--- src/rtl/shift_seq_pkg.sv ---
// Shared encodings and defaults for the shift-register command sequencer.
// Latency: n/a (types and constants only).
// Backpressure: n/a.
package shift_seq_pkg;

    // Default geometry of the driven register and the shift-count field
    localparam int DEFAULT_WIDTH = 4;
    localparam int DEFAULT_CNT_W = 3;

    // Select-line encoding understood by the universal shift register
    localparam logic [1:0] SEL_HOLD  = 2'b00;
    localparam logic [1:0] SEL_RIGHT = 2'b01;
    localparam logic [1:0] SEL_LEFT  = 2'b10;
    localparam logic [1:0] SEL_LOAD  = 2'b11;

    // Sequencer phases: one load, N shifts, one completion cycle
    typedef enum logic [1:0] {
        ST_IDLE  = 2'd0,
        ST_LOAD  = 2'd1,
        ST_SHIFT = 2'd2,
        ST_DONE  = 2'd3
    } seq_state_t;

    // Map the command direction bit onto the register's shift select
    function automatic logic [1:0] shift_sel(input logic dir);
        return dir ? SEL_LEFT : SEL_RIGHT;
    endfunction

endpackage

--- src/rtl/shift_seq_counter.sv ---
// Loadable down-counter tracking the shift cycles left in a command.
// Latency: load/decrement visible one cycle later; terminal flag is combinational.
// Backpressure: none; counts whenever dec is asserted and the value is non-zero.
module shift_seq_counter
    import shift_seq_pkg::*;
#(
    parameter int CNT_W = DEFAULT_CNT_W
) (
    input  logic             CLK,
    input  logic             Clear,
    input  logic             load,
    input  logic [CNT_W-1:0] load_val,
    input  logic             dec,
    output logic [CNT_W-1:0] remaining,
    output logic             last
);

    localparam logic [CNT_W-1:0] CNT_ONE = {{(CNT_W-1){1'b0}}, 1'b1};

    // Load has priority over decrement; never wrap below zero
    always_ff @(posedge CLK) begin
        if (Clear) begin
            remaining <= '0;
        end else if (load) begin
            remaining <= load_val;
        end else if (dec && (remaining != '0)) begin
            remaining <= remaining - CNT_ONE;
        end
    end

    // Terminal flag: the current cycle is the final shift of the command
    always_comb begin
        last = (remaining == CNT_ONE);
    end

endmodule

--- src/rtl/shift_sequencer.sv ---
// Command sequencer for a universal shift register: load, N shifts, then a done cycle.
// Latency: accepted command loads on the next cycle; done pulses count+2 cycles after acceptance.
// Backpressure: cmd_ready is high only in IDLE; one command in flight. Option SHIFT_SEQ_ROTATE_EN.
module shift_sequencer
    import shift_seq_pkg::*;
#(
    parameter int WIDTH = DEFAULT_WIDTH,
    parameter int CNT_W = DEFAULT_CNT_W
) (
    input  logic             CLK,
    input  logic             Clear,
    input  logic             cmd_valid,
    output logic             cmd_ready,
    input  logic [WIDTH-1:0] cmd_data,
    input  logic             cmd_dir,
    input  logic [CNT_W-1:0] cmd_count,
    input  logic             cmd_fill,
    input  logic             abort,
    input  logic [WIDTH-1:0] sr_q,
    output logic [1:0]       sel_line,
    output logic [WIDTH-1:0] par_out,
    output logic             msb_in,
    output logic             lsb_in,
    output logic             busy,
    output logic             done,
    output logic             aborted
);

    seq_state_t       state;
    seq_state_t       state_nxt;

    logic [WIDTH-1:0] data_q;
    logic             dir_q;
    logic [CNT_W-1:0] count_q;
    logic             fill_q;
    logic             aborted_q;

    logic             accept;
    logic             cnt_load;
    logic             cnt_dec;
    logic [CNT_W-1:0] remaining;
    logic             cnt_last;
    logic             serial_bit;

    assign accept   = cmd_valid & cmd_ready;
    assign cnt_load = (state == ST_LOAD);
    assign cnt_dec  = (state == ST_SHIFT);

    // The register only samples par_out on a load, so it simply holds the captured word
    assign par_out = data_q;

    // State register; Clear drops any command in flight without a done pulse
    always_ff @(posedge CLK) begin
        if (Clear) begin
            state <= ST_IDLE;
        end else begin
            state <= state_nxt;
        end
    end

    // Capture the command fields on the accepting handshake
    always_ff @(posedge CLK) begin
        if (Clear) begin
            data_q  <= '0;
            dir_q   <= 1'b0;
            count_q <= '0;
            fill_q  <= 1'b0;
        end else if (accept) begin
            data_q  <= cmd_data;
            dir_q   <= cmd_dir;
            count_q <= cmd_count;
            fill_q  <= cmd_fill;
        end
    end

    // Remember an early termination until it has been reported in DONE
    always_ff @(posedge CLK) begin
        if (Clear) begin
            aborted_q <= 1'b0;
        end else if ((state == ST_SHIFT) && abort) begin
            aborted_q <= 1'b1;
        end else if (state == ST_DONE) begin
            aborted_q <= 1'b0;
        end
    end

    // Remaining shifts; reloaded from the command in LOAD, counted down in SHIFT
    shift_seq_counter #(
        .CNT_W (CNT_W)
    ) u_counter (
        .CLK       (CLK),
        .Clear     (Clear),
        .load      (cnt_load),
        .load_val  (count_q),
        .dec       (cnt_dec),
        .remaining (remaining),
        .last      (cnt_last)
    );

    // The remaining value itself is only needed for the terminal flag
    logic unused_remaining;
    assign unused_remaining = ^remaining;

    // Register feedback is only consumed in rotate mode
    logic unused_sr_q;
    assign unused_sr_q = ^sr_q;

`ifdef SHIFT_SEQ_ROTATE_EN
    // Rotate mode: a set fill bit recirculates the bit falling off the far end
    always_comb begin
        serial_bit = 1'b0;
        if (fill_q) begin
            serial_bit = dir_q ? sr_q[WIDTH-1] : sr_q[0];
        end
    end
`else
    // Literal fill: the captured fill bit is shifted in on every cycle
    always_comb begin
        serial_bit = fill_q;
    end
`endif

    // Next-state and Moore output decode from the registered state and command
    always_comb begin
        state_nxt = state;
        cmd_ready = 1'b0;
        sel_line  = SEL_HOLD;
        msb_in    = 1'b0;
        lsb_in    = 1'b0;
        busy      = 1'b1;
        done      = 1'b0;
        aborted   = 1'b0;
        unique case (state)
            ST_IDLE: begin
                busy      = 1'b0;
                cmd_ready = 1'b1;
                if (cmd_valid) begin
                    state_nxt = ST_LOAD;
                end
            end
            ST_LOAD: begin
                sel_line  = SEL_LOAD;
                state_nxt = (count_q == '0) ? ST_DONE : ST_SHIFT;
            end
            ST_SHIFT: begin
                sel_line = shift_sel(dir_q);
                if (dir_q) begin
                    lsb_in = serial_bit;
                end else begin
                    msb_in = serial_bit;
                end
                // An abort still lets this cycle's shift happen
                if (abort || cnt_last) begin
                    state_nxt = ST_DONE;
                end
            end
            ST_DONE: begin
                done      = 1'b1;
                aborted   = aborted_q;
                state_nxt = ST_IDLE;
            end
            default: begin
                busy      = 1'b0;
                state_nxt = ST_IDLE;
            end
        endcase
    end

endmodule

--- config.mk ---
export PLATFORM = sky130hd
export DESIGN_NAME = shift_sequencer
export DESIGN_NICKNAME = d
export VERILOG_FILES = /design/src/rtl/shift_seq_pkg.sv /design/src/rtl/shift_seq_counter.sv /design/src/rtl/shift_sequencer.sv
export SDC_FILE = /design/constraint.sdc
export NUM_CORES = 1
export LEC_CHECK = 0
export ABC_AREA = 1
export ABC_CLOCK_PERIOD_IN_PS = 1200
export BUFFER_PORTS_ARGS = -buffer_cell sky130_fd_sc_hd__buf_2
export CAP_MARGIN = 20
export CORE_UTILIZATION = 43
export DETAILED_ROUTE_END_ITERATION = 10
export PLACE_DENSITY = 0.85
export SETUP_SLACK_MARGIN = 0.5
export SYNTH_ARGS = -nofsm -noshare
export SYNTH_HDL_FRONTEND = slang
export SYNTH_SLANG_ARGS = --single-unit
--- constraint.sdc ---
create_clock -name CLK -period 1.2 [get_ports CLK]
set_input_delay 0.12 -clock CLK [delete_from_list [all_inputs] [get_ports CLK]]
set_output_delay 0.12 -clock CLK [all_outputs]
set_load 0.005 [all_outputs]
# Yosys cells after proc, flatten, opt, wreduce, memory -nomap -nowiden
# Index checks and enable logic that the tools add are counted.
[word_totals]
in_bits = 17
regBits = 15
[classes]
add_sub_neg = 1
n_mux = 18
n_eq_ne = 6
bitwise_logic = 1
reduce_logical = 9
[op_table]
columns = ["cell", "count"]
rows = [
  ["two-way mux 1 bit", 11],
  ["case mux 2 bit (4 select lines)", 1],
  ["two-way mux 2 bit", 3],
  ["two-way mux 3 bit", 2],
  ["== test 2 bit (second input constant)", 2],
  ["inequality test 2 bit (second input constant)", 2],
  ["case mux 2 bit (2 select lines)", 1],
  ["nonzero test 2 bit", 2],
  ["== test 3 x 1 -> 1 bit (second input constant)", 1],
  ["logical NOT 3 bit", 1],
  ["nonzero test 3 bit", 1],
  ["subtractor 3 x 1 -> 3 bit (second input constant)", 1],
  ["== test 2 x 1 -> 1 bit (second input constant)", 1],
  ["logical AND 1 bit", 2],
  ["logical NOT 2 bit", 1],
  ["AND reduction 2 bit", 1],
  ["bitwise AND 1 bit", 1],
  ["logical OR 1 bit", 1],
]

# Longest topological paths before layout
# Gate-level depths: netlist of the first run.
[depth]
word_depth = 4
depth_mapped = 8

# Modules after synthesis
# A second synthesis of the first run with hierarchy kept.
[hier_totals]
hier_cells = 115
hier_area_um2 = 818.3
[by_module_without_submodules]
columns = ["module", "instances", "seq_area_each_um2", "cells_each", "area_per_inst_um2"]
rows = [
  ["shift_sequencer", 1, 240.2, 81, 586.8],
  ["shift_seq_counter", 1, 60.1, 34, 231.5],
]

# Worst setup path after synthesis of the first run
# Ideal clock, no wire load.
[synth_path]
path_kind = "register -> register"
from = "reg state[0]"
to = "reg state[0]"
t_arrival_ns = 1.140
setup_ns = 0.066
synth_period_minus_slack_ns = 1.206
stages_incl_launch_ff = 8
slack_ns = -0.006
n_path_buf = 0
required_time_ns = 1.134
cell_sequence = "dfxtp_1 > inv_1 > ha_1 > inv_1 > or2_4 > nand3_2 > nand2_1 > a21oi_2"
[synth_between]
elab_chain_cells = 3
word_cells_on_any_way = 8
[synth_lines]
columns = ["item", "line_no", "text"]
rows = [
  ["start, declared", "shift_sequencer.sv:29", "seq_state_t state;"],
  ["start signal, assigned", "shift_sequencer.sv:57", "state <= state_nxt;"],
  ["== test 2 bit or logical NOT 2 bit (tied branches)", "shift_sequencer.sv:133", "unique case (state)"],
  ["inequality test 2 bit (no line)", "-", ""],
  ["AND reduction 2 bit (no line)", "-", ""],
]
# Several ways; a longest one is shown, not always the timed one.
# A chain may end at the register's enable or synchronous reset.

# Final worst setup path of the first run
[layout_path]
from = "reg state[1]"
to = "out sel_line[0]"
[layout_between]
elab_chain_cells = 2
word_cells_on_any_way = 3
[layout_lines]
columns = ["item", "line_no", "text"]
rows = [
  ["== test 2 bit or == test 2 x 1 -> 1 bit (tied branches)", "shift_sequencer.sv:133", ""],
  ["case mux 2 bit (2 select lines) *", "shift_sequencer.sv:133", ""],
  ["end, declared", "shift_sequencer.sv:20", "output logic [1:0] sel_line,"],
]
# Every way passes the cells marked *; elsewhere a longest branch is shown, timed or not.

==> results of run 1 <==
-- final timing paths --
path	from	endpoint	slack [ns]	cells past startpoint
worst max-delay path	state[1]	sel_line[0]	-0.17	5
worst min-delay path	Clear	state[1]	0.03	2
worst max register to register	state[0]	u_counter.remaining[2]	-0.01	7
worst min register to register	aborted_q	aborted_q	0.47	2
-- final cells by class --
type	count	area, µm²	area share (%)
clock buffer	3	22.5	1.81
clock inverter	1	5.00	0.402
inverter	17	73.8	5.93
multi-input combinational	82	567	45.5
sequential	15	317	25.4
tap	25	31.3	2.51
timing repair buffer	33	229	18.4
-- per-layer routing --
layer | GRT usage (%) | vias up
met4 | 15.2 | 0
li1 | - | 431
met2 | 42.3 | 28
met3 | 5.20 | 9
met5 | 0 | -
met1 | 26.7 | 394
-- state kept, by name, indices dropped and copies added (netlist names) --
signal and count:
u_counter.remaining 3, fill_q 1, par_out 4, dir_q 1
state 2, count_q 3, aborted_q 1
-- logic make-up after synthesis --
logic type | count (synthesis)
AO/OA/AOI/OAI | 22
adder cells (fa/ha/maj) | 8
buffers and inverters | 19
flip-flops | 15
AND/OR/NAND/NOR | 52
-- repair_timing --
item / 4_1_cts / 5_1_grt
pin swaps: 9 / 3
buffers inserted: 7 / 1
endpoints found under the setup margin: 27 / 27
resized for setup: 47 / 9
gates cloned: 0 / 0
-- synthesized netlist by cell type (2+ instances only) --
library cell and count:
sky130_fd_sc_hd__nand2_1 24, sky130_fd_sc_hd__nor2_1 22, sky130_fd_sc_hd__inv_1 16, sky130_fd_sc_hd__dfxtp_1 15, sky130_fd_sc_hd__o21ai_0 13, sky130_fd_sc_hd__ha_1 8, sky130_fd_sc_hd__a21oi_1 6, sky130_fd_sc_hd__nand3_1 3
sky130_fd_sc_hd__a21oi_2 2, sky130_fd_sc_hd__buf_2 2
-- worst max-delay path, cell delays in order, from the launching register on --
cell and delay, ns:
sky130_fd_sc_hd__dfxtp_4 0.39, sky130_fd_sc_hd__buf_6 0.12, sky130_fd_sc_hd__ha_4 0.15, sky130_fd_sc_hd__nand2_2 0.07, sky130_fd_sc_hd__a21oi_2 0.11, sky130_fd_sc_hd__buf_2 0.12
-- per-stage QoR --
step	setup slack [ns]	setup TNS, ns
after floorplan	0.0985	0
after global placement	0.0313	0
after detailed placement	0.00112	0
after CTS	-0.158	-0.633
after global routing	-0.206	-1.15
final	-0.166	-0.694
-- power groups by stage --
stage | Clock (mW) | Combinational, mW | Sequential, mW
2_1_floorplan | 0 | 1.01 | 0.810
3_3_place_gp | 0 | 1.27 | 0.827
3_5_place_dp | 0 | 1.34 | 0.838
4_1_cts | 0.309 | 1.92 | 0.858
5_1_grt | 0.315 | 2.33 | 0.908
6_report | 0.302 | 2.11 | 0.885
==> qor.csv, run 1 <==
metric;value;unit
root buffer cell;sky130_fd_sc_hd__clkbuf_4;
clock tree from TritonCTS;built;
most instantiated flip-flop cell in the synthesis netlist;sky130_fd_sc_hd__dfxtp_1;
Cell variety after synth;15;
nets;177;
quantity of hold-fixing buffers added after cts;0;
area fraction in and, or, nand and nor cells after synthesis;26.4;%
top routing layer in use;met4;
placement-stage cell area;973;µm²
normalized max-slew margin;66.4;%
antenna cell count;0;
clock latency on the worst-skew pair;0.29;ns
Clock Path Buffers;2;
wire length of the first global-routing pass;3490;µm
total chip power;3.30;mW
main combinational cell family by area after synthesis;simple AND/OR/NAND/NOR gates;
Data arrival, critical path;1.25;ns
HPWL after detailed placement;1330;µm
CTS H-tree lvls;1;
unrepaired setup endpoints after global routing;yes;
total CTS buffers;3;
non-filler cells in the finished layout;176;
sequential fraction of the synthesis area;37.3;%
Power Dens Cells;2650;nW/µm²
finished layout cell area;1240;µm²
maximum frequency from static timing analysis;732;MHz
combined area of all synthesized cells;805;µm²
worst min path class;in2reg;
most area-hungry cell type in the Yosys netlist;sky130_fd_sc_hd__dfxtp_1;
outcome;finished, violations left;
CTS clk-pin slew, worst paths;0.09;ns
I/O pin total;29;
final wirelength;2110;µm
classification of the worst setup path;reg2out;
P&R area growth vs syn;54.7;%
Die Wd;45.3;µm
xor/xnor share of the synthesized area;0;%
pin count of the biggest net entering global routing;12;
total count of hold-check failures in the final report;0;
Met1 Wirelength;800;µm
failing checks;setup timing;
antenna viol nets, final;0;
Std-Cell Rows;15;
Syn Nets;141;
share of post-route cells with drive strength above 1;53.6;%
endpoint kind of the worst setup timing path;output pin;
number of warnings printed during yosys synthesis;0;
number of setup violations in the final report;9;
min cycle time layout;1.37;ns
via count normalized by instance count;4.90;
floorplan die area;2050;µm²
total via count in the routed design;862;
synthesized area divided by synthesized cell count;6.94;µm²
Reg power frac;26.9;%
part of the total power dissipated in combinational logic;64.0;%
vias in the first global route;837;
fraction of the mapped netlist area in compound gates;14.6;%
slew at the pin closest to its max-slew limit;0.503;ns
Detail Route met3 WL;109;µm
Chip Height;45.3;µm
switching pwr;1.46;mW
Final Util;71.3;%
share of the clock period used by the worst path after layout;114;%
met2 wire length;1130;µm
share of the synthesized area in the top cell type;37.3;%
Async SR Flop Fraction;0;%
top area cells in the synthesized netlist;sky130_fd_sc_hd__dfxtp_1, sky130_fd_sc_hd__ha_1, sky130_fd_sc_hd__nand2_1;
number of enable-type register cells in the synthesized netlist;0;
Final Max Tran Viols;0;
clock power share;9.2;%
number of detailed-routing iterations run before antenna repair;4;
PnR worst setup slack;-0.166;ns
initial antenna violation count;0;
initial core utilization;46.1;%
routed wirelength normalized by instance count;12.0;µm
switching part of the total power;44.5;%
count of port buffers added during placement;24;
FF+latch count, synth;15;
adder-cell share of the synthesized area;12.4;%
cells after synthesis;116;
global-route total usage across every layer;24.4;%
number of remaining DRC errors;0;
VDD IR-drop max;1.74;mV
residual overflow from global routing;0;
commonest cells after routing, fill and taps aside;sky130_fd_sc_hd__nor2_1, sky130_fd_sc_hd__buf_2, sky130_fd_sc_hd__nand2_1, sky130_fd_sc_hd__o21ai_2, sky130_fd_sc_hd__inv_1;
number of placed instances with taps included;164;
DRC marker count from the first detailed-route iteration;10;
worst endpoint required time;1.08;ns
Fin Hold WS;0.0329;ns
max capacitance violation total;0;
total leakage power;0.582;nW
Critical Path Source Type;register;
internal power component;1.83;mW
clock sinks;15;
number of fill cells;128;
multiplexer share of the synthesized area;0;%
most frequent standard cell in the layout excluding fill and tap cells;sky130_fd_sc_hd__nor2_1;
core outline area;1750;µm²
Worst Clk Skew;0.00138;ns
Final GP Congestion;0.705;
top fanout value on the critical path;3;
Power figures use the tool's default switching activity.
==> run 2, diff against run 1 <==
Settings changed: RECOVER_POWER set to 100.
==> qor.csv, run 2 (same netlist as run 1, synthesis figures left out) <==
metric;value;unit
wire length of the first global-routing pass;3490;µm
min cycle time layout;1.36;ns
clock sinks;15;
outcome;finished, violations left;
non-filler cells in the finished layout;176;
finished layout cell area;1220;µm²
Final GP Congestion;0.705;
number of fill cells;137;
nets;177;
buffering stage count on the worst path with inverters included;2;
most frequent standard cell in the layout excluding fill and tap cells;sky130_fd_sc_hd__nor2_1;
sequence of cells on the critical path;buf_6, ha_4, nand2_2, a21oi_2, buf_2;
number of detailed-routing iterations run before antenna repair;4;
antenna cell count;0;
root buffer cell;sky130_fd_sc_hd__clkbuf_4;
PnR worst setup slack;-0.160;ns
endpoint kind of the worst setup timing path;output pin;
routed wirelength normalized by instance count;12.0;µm
Std-Cell Rows;15;
final wirelength;2120;µm
clock tree from TritonCTS;built;
residual overflow from global routing;0;
classification of the worst setup path;reg2out;
P&R area growth vs syn;51.8;%
number of placed instances with taps included;164;
total CTS buffers;3;
stage delay of the slowest cell on the critical path;0.39;ns
worst min path class;in2reg;
Post-Place Setup Slack;0.00112;ns
normalized max-slew margin;67.0;%
count of port buffers added during placement;24;
initial antenna violation count;0;
maximum frequency from static timing analysis;735;MHz
CP top delay family;flip-flops;
Data arrival, critical path;1.24;ns
pin count of the biggest net entering global routing;12;
VDD IR-drop max;1.73;mV
top fanout value on the critical path;3;
failing checks;setup timing;
number of setup violations in the final report;8;
total via count in the routed design;854;
via count normalized by instance count;4.85;
max capacitance violation total;0;
Fin Hold WS;0.0335;ns
Final Max Tran Viols;0;
unrepaired setup endpoints after global routing;yes;
Worst Clk Skew;0.000947;ns
clock latency on the worst-skew pair;0.29;ns
cell type of the slowest stage on the worst timing path;sky130_fd_sc_hd__dfxtp_4;
commonest cells after routing, fill and taps aside;sky130_fd_sc_hd__nor2_1, sky130_fd_sc_hd__buf_2, sky130_fd_sc_hd__nand2_1, sky130_fd_sc_hd__dfxtp_1;
slew at the pin closest to its max-slew limit;0.495;ns
Largest register FFs;4;
Power Dens Cells;2630;nW/µm²
CTS clk-pin slew, worst paths;0.09;ns
global-route total usage across every layer;24.4;%
Critical Path Source Type;register;
floorplan die area;2050;µm²
Clock Path Buffers;2;
total chip power;3.21;mW
I/O pin total;29;
number of remaining DRC errors;0;
share of post-route cells with drive strength above 1;49.7;%
share of the clock period used by the worst path after layout;113;%
placement-stage cell area;973;µm²
total leakage power;0.572;nW
Final Util;70.0;%
antenna viol nets, final;0;
core outline area;1750;µm²
HPWL after detailed placement;1330;µm
DRC marker count from the first detailed-route iteration;10;
initial core utilization;46.1;%
worst endpoint required time;1.08;ns
Setup TNS Final;-0.676;ns
vias in the first global route;837;
quantity of hold-fixing buffers added after cts;0;
CTS H-tree lvls;1;
Die Wd;45.3;µm
Chip Height;45.3;µm
total count of hold-check failures in the final report;0;
[run 2: per-layer routing]
layer | up-vias | part of all wire (%) | wire length (µm) | GRT usage [%]
met4 | 0 | 3.6 | 76 | 15.2
met3 | 9 | 5.3 | 113 | 5.20
met1 | 386 | 38 | 812 | 26.7
li1 | 431 | - | - | -
met5 | - | 0 | 0 | 0
met2 | 28 | 53 | 1120 | 42.3
[run 2: worst reg2reg max path: cells and delay by family, from the launching register on]
kind                       cells  cell delay [ns]
and+or+nand+nor                3             0.28
AOI/OAI and AO/OA              1             0.11
buffers and inverters          2             0.23
adders and majority gates      1             0.16
DFF                            1             0.38
[run 2: what timing repair did]
| item | 4_1_cts | 5_1_grt |
|---|---|---|
| gates cloned | 0 | 0 |
| pin swaps | 9 | 3 |
| resized for setup | 47 | 9 |
| hold endpoints to repair | 0 | 0 |
| setup endpoints to repair | 27 | 27 |
| buffers inserted | 7 | 1 |
[run 2: final cells by class]
| type | count | area, µm² | share of cell area, % |
|---|---|---|---|
| repair buffers | 33 | 214 | 17.5 |
| flip-flops and latches | 15 | 312 | 25.5 |
| multi-input cells | 82 | 563 | 46.1 |
| clock buffers | 3 | 22.5 | 1.84 |
| inverters | 17 | 73.8 | 6.05 |
| clock inverters | 1 | 5.00 | 0.410 |
| well taps | 25 | 31.3 | 2.56 |
[run 2: report_power, final]
| part | internal (mW) | switching [mW] | total, mW | leakage (nW) |
|---|---|---|---|---|
| combinational | 0.932 | 1.11 | 2.04 | 0.428 |
| sequential | 0.710 | 0.165 | 0.875 | 0.126 |
| clock | 0.124 | 0.175 | 0.299 | 0.0177 |
| total | 1.77 | 1.45 | 3.21 | 0.572 |
[run 2: final timing paths]
kind	cells past startpoint	from	slack (ns)	end
setup / recovery	5	state[1]	-0.16	sel_line[0]
hold / removal	2	Clear	0.03	state[1]
setup reg to reg	7	state[0]	-0.01	u_counter.remaining[2]
hold reg to reg	2	aborted_q	0.47	aborted_q
==> run 3, diff against run 2 <==
==> constraint.sdc (replaced) <==
create_clock -name CLK -period 1.2 [get_ports CLK]
set_input_delay 0 -clock CLK [delete_from_list [all_inputs] [get_ports CLK]]
set_output_delay 0 -clock CLK [all_outputs]
set_load 0.005 [all_outputs]
==> qor.csv, run 3 (same netlist as run 1, synthesis figures left out) <==
metric;value;unit
switching pwr;1.56;mW
initial antenna violation count;0;
part of the total power dissipated in combinational logic;64.3;%
HPWL after detailed placement;1270;µm
total via count in the routed design;981;
share of the clock period used by the worst path after layout;112;%
total leakage power;0.622;nW
I/O pin total;29;
Power Dens Cells;2490;nW/µm²
clock sinks;15;
number of setup violations in the final report;7;
Clock Path Buffers;2;
Worst Clk Skew;0.0111;ns
Largest register FFs;4;
total count of hold-check failures in the final report;0;
switching part of the total power;45.8;%
DRC marker count from the first detailed-route iteration;15;
number of fill cells;103;
Die Wd;45.3;µm
root buffer cell;sky130_fd_sc_hd__clkbuf_4;
antenna cell count;0;
non-filler cells in the finished layout;187;
share of post-route cells with drive strength above 1;48.8;%
Critical Path Source Type;register;
CTS clk-pin slew, worst paths;0.10;ns
Final Max Tran Viols;0;
total CTS buffers;3;
min cycle time layout;1.35;ns
Final GP Congestion;0.709;
CTS H-tree lvls;1;
endpoint kind of the worst setup timing path;output pin;
Chip Height;45.3;µm
number of detailed-routing iterations run before antenna repair;4;
Post-Place Setup Slack;-0.0237;ns
Std-Cell Rows;15;
number of placed instances with taps included;166;
Data arrival, critical path;1.35;ns
top fanout value on the critical path;5;
final wirelength;2800;µm
finished layout cell area;1360;µm²
residual overflow from global routing;0;
internal power component;1.84;mW
initial core utilization;46.1;%
normalized max-slew margin;61.4;%
pin count of the biggest net entering global routing;12;
worst min path class;in2reg;
count of port buffers added during placement;24;
most frequent standard cell in the layout excluding fill and tap cells;sky130_fd_sc_hd__nor2_1;
P&R area growth vs syn;69.4;%
classification of the worst setup path;reg2out;
clock latency on the worst-skew pair;0.28;ns
maximum frequency from static timing analysis;741;MHz
number of remaining DRC errors;0;
vias in the first global route;905;
unrepaired setup endpoints after global routing;yes;
global-route total usage across every layer;26.3;%
failing checks;setup timing;
core outline area;1750;µm²
PnR worst setup slack;-0.149;ns
routed wirelength normalized by instance count;15.0;µm
commonest cells after routing, fill and taps aside;sky130_fd_sc_hd__nor2_1, sky130_fd_sc_hd__buf_2, sky130_fd_sc_hd__nand2_1, sky130_fd_sc_hd__dlygate4sd3_1, sky130_fd_sc_hd__inv_1;
clock tree from TritonCTS;built;
Reg power frac;27.2;%
clock power share;8.6;%
antenna viol nets, final;0;
placement-stage cell area;988;µm²
VDD IR-drop max;1.36;mV
wire length of the first global-routing pass;3800;µm
via count normalized by instance count;5.25;
nets;188;
outcome;finished, violations left;
slew at the pin closest to its max-slew limit;0.578;ns
floorplan die area;2050;µm²
max capacitance violation total;0;
worst endpoint required time;1.20;ns
-- run 3: cell count changes in the layout (fill, tap and decap cells not counted), moves of 2 or more --
cell / delta
sky130_fd_sc_hd__nand2_2: +2
sky130_fd_sc_hd__dfxtp_1: -3
sky130_fd_sc_hd__dfxtp_2: +4
sky130_fd_sc_hd__o21ai_2: -2
sky130_fd_sc_hd__dlygate4sd3_1: +11
sky130_fd_sc_hd__o21ai_4: +2
sky130_fd_sc_hd__nand2_1: -2
sky130_fd_sc_hd__ha_1: +2
sky130_fd_sc_hd__ha_4: -2
sky130_fd_sc_hd__inv_2: -3
-- run 3: power groups by stage --
stage / Combinational, mW / Sequential (mW) / Clock, mW
finish: 2.18 / 0.923 / 0.291
global route: 2.35 / 0.929 / 0.320
CTS: 1.77 / 0.872 / 0.299
detailed placement: 1.37 / 0.834 / 0
global placement: 1.30 / 0.827 / 0
floorplan: 1.01 / 0.810 / 0
-- run 3: per-stage QoR --
| stage | hold slack [ns] | power [mW] | utilization [%] | setup TNS (ns) |
|---|---|---|---|---|
| floorplan | 0.0551 | 1.82 | - | 0 |
| global placement | 0.227 | 2.13 | 56.6 | 0 |
| detailed placement | 0.226 | 2.20 | 56.6 | -0.0492 |
| CTS | 0.122 | 2.94 | 73.0 | -0.213 |
| global route | 0.139 | 3.59 | 78.1 | -0.822 |
| finish | 0.135 | 3.40 | 78.1 | -0.537 |
-- run 3: worst max-delay path: stages, from the launching register on --
cell	delay, ns
sky130_fd_sc_hd__dfxtp_4	0.43
sky130_fd_sc_hd__inv_6	0.06
sky130_fd_sc_hd__ha_4	0.28
sky130_fd_sc_hd__inv_4	0.04
sky130_fd_sc_hd__a21oi_2	0.12
sky130_fd_sc_hd__buf_2	0.13
-- run 3: final timing paths --
kind	from	to	slack, ns	depth (start not counted)
max reg2reg	state[1]	state[0]	-0.06	7
max	state[1]	sel_line[0]	-0.15	5
min reg2reg	aborted_q	aborted_q	0.47	2
min	cmd_valid	dir_q	0.14	4
-- run 3: repair_timing --
item	in CTS	in global routing
pin swaps	5	5
cloned	0	0
gates resized for setup	40	18
endpoints found under the setup margin	27	27
hold buffers	11	0
hold endpoints to repair	13	0
setup buffers	3	3
-- run 3: area by class of cell --
class	count	area [µm²]	area share (%)
clock buffers	3	22.5	1.65
well taps	25	31.3	2.30
repair buffers	44	339	24.9
clock inverters	1	5.00	0.367
flip-flops and latches	15	313	23.0
multi-input cells	82	571	41.9
inverters	17	81.3	5.97
-- run 3: metal layers --
metal  vias up  routed length, µm  global-route usage [%]
met4         0                128                    17.0
li1        457                  -                       -
met3        14                172                    4.40
met5         -                  0                       0
met1       457               1040                    29.1
met2        53               1460                    46.1
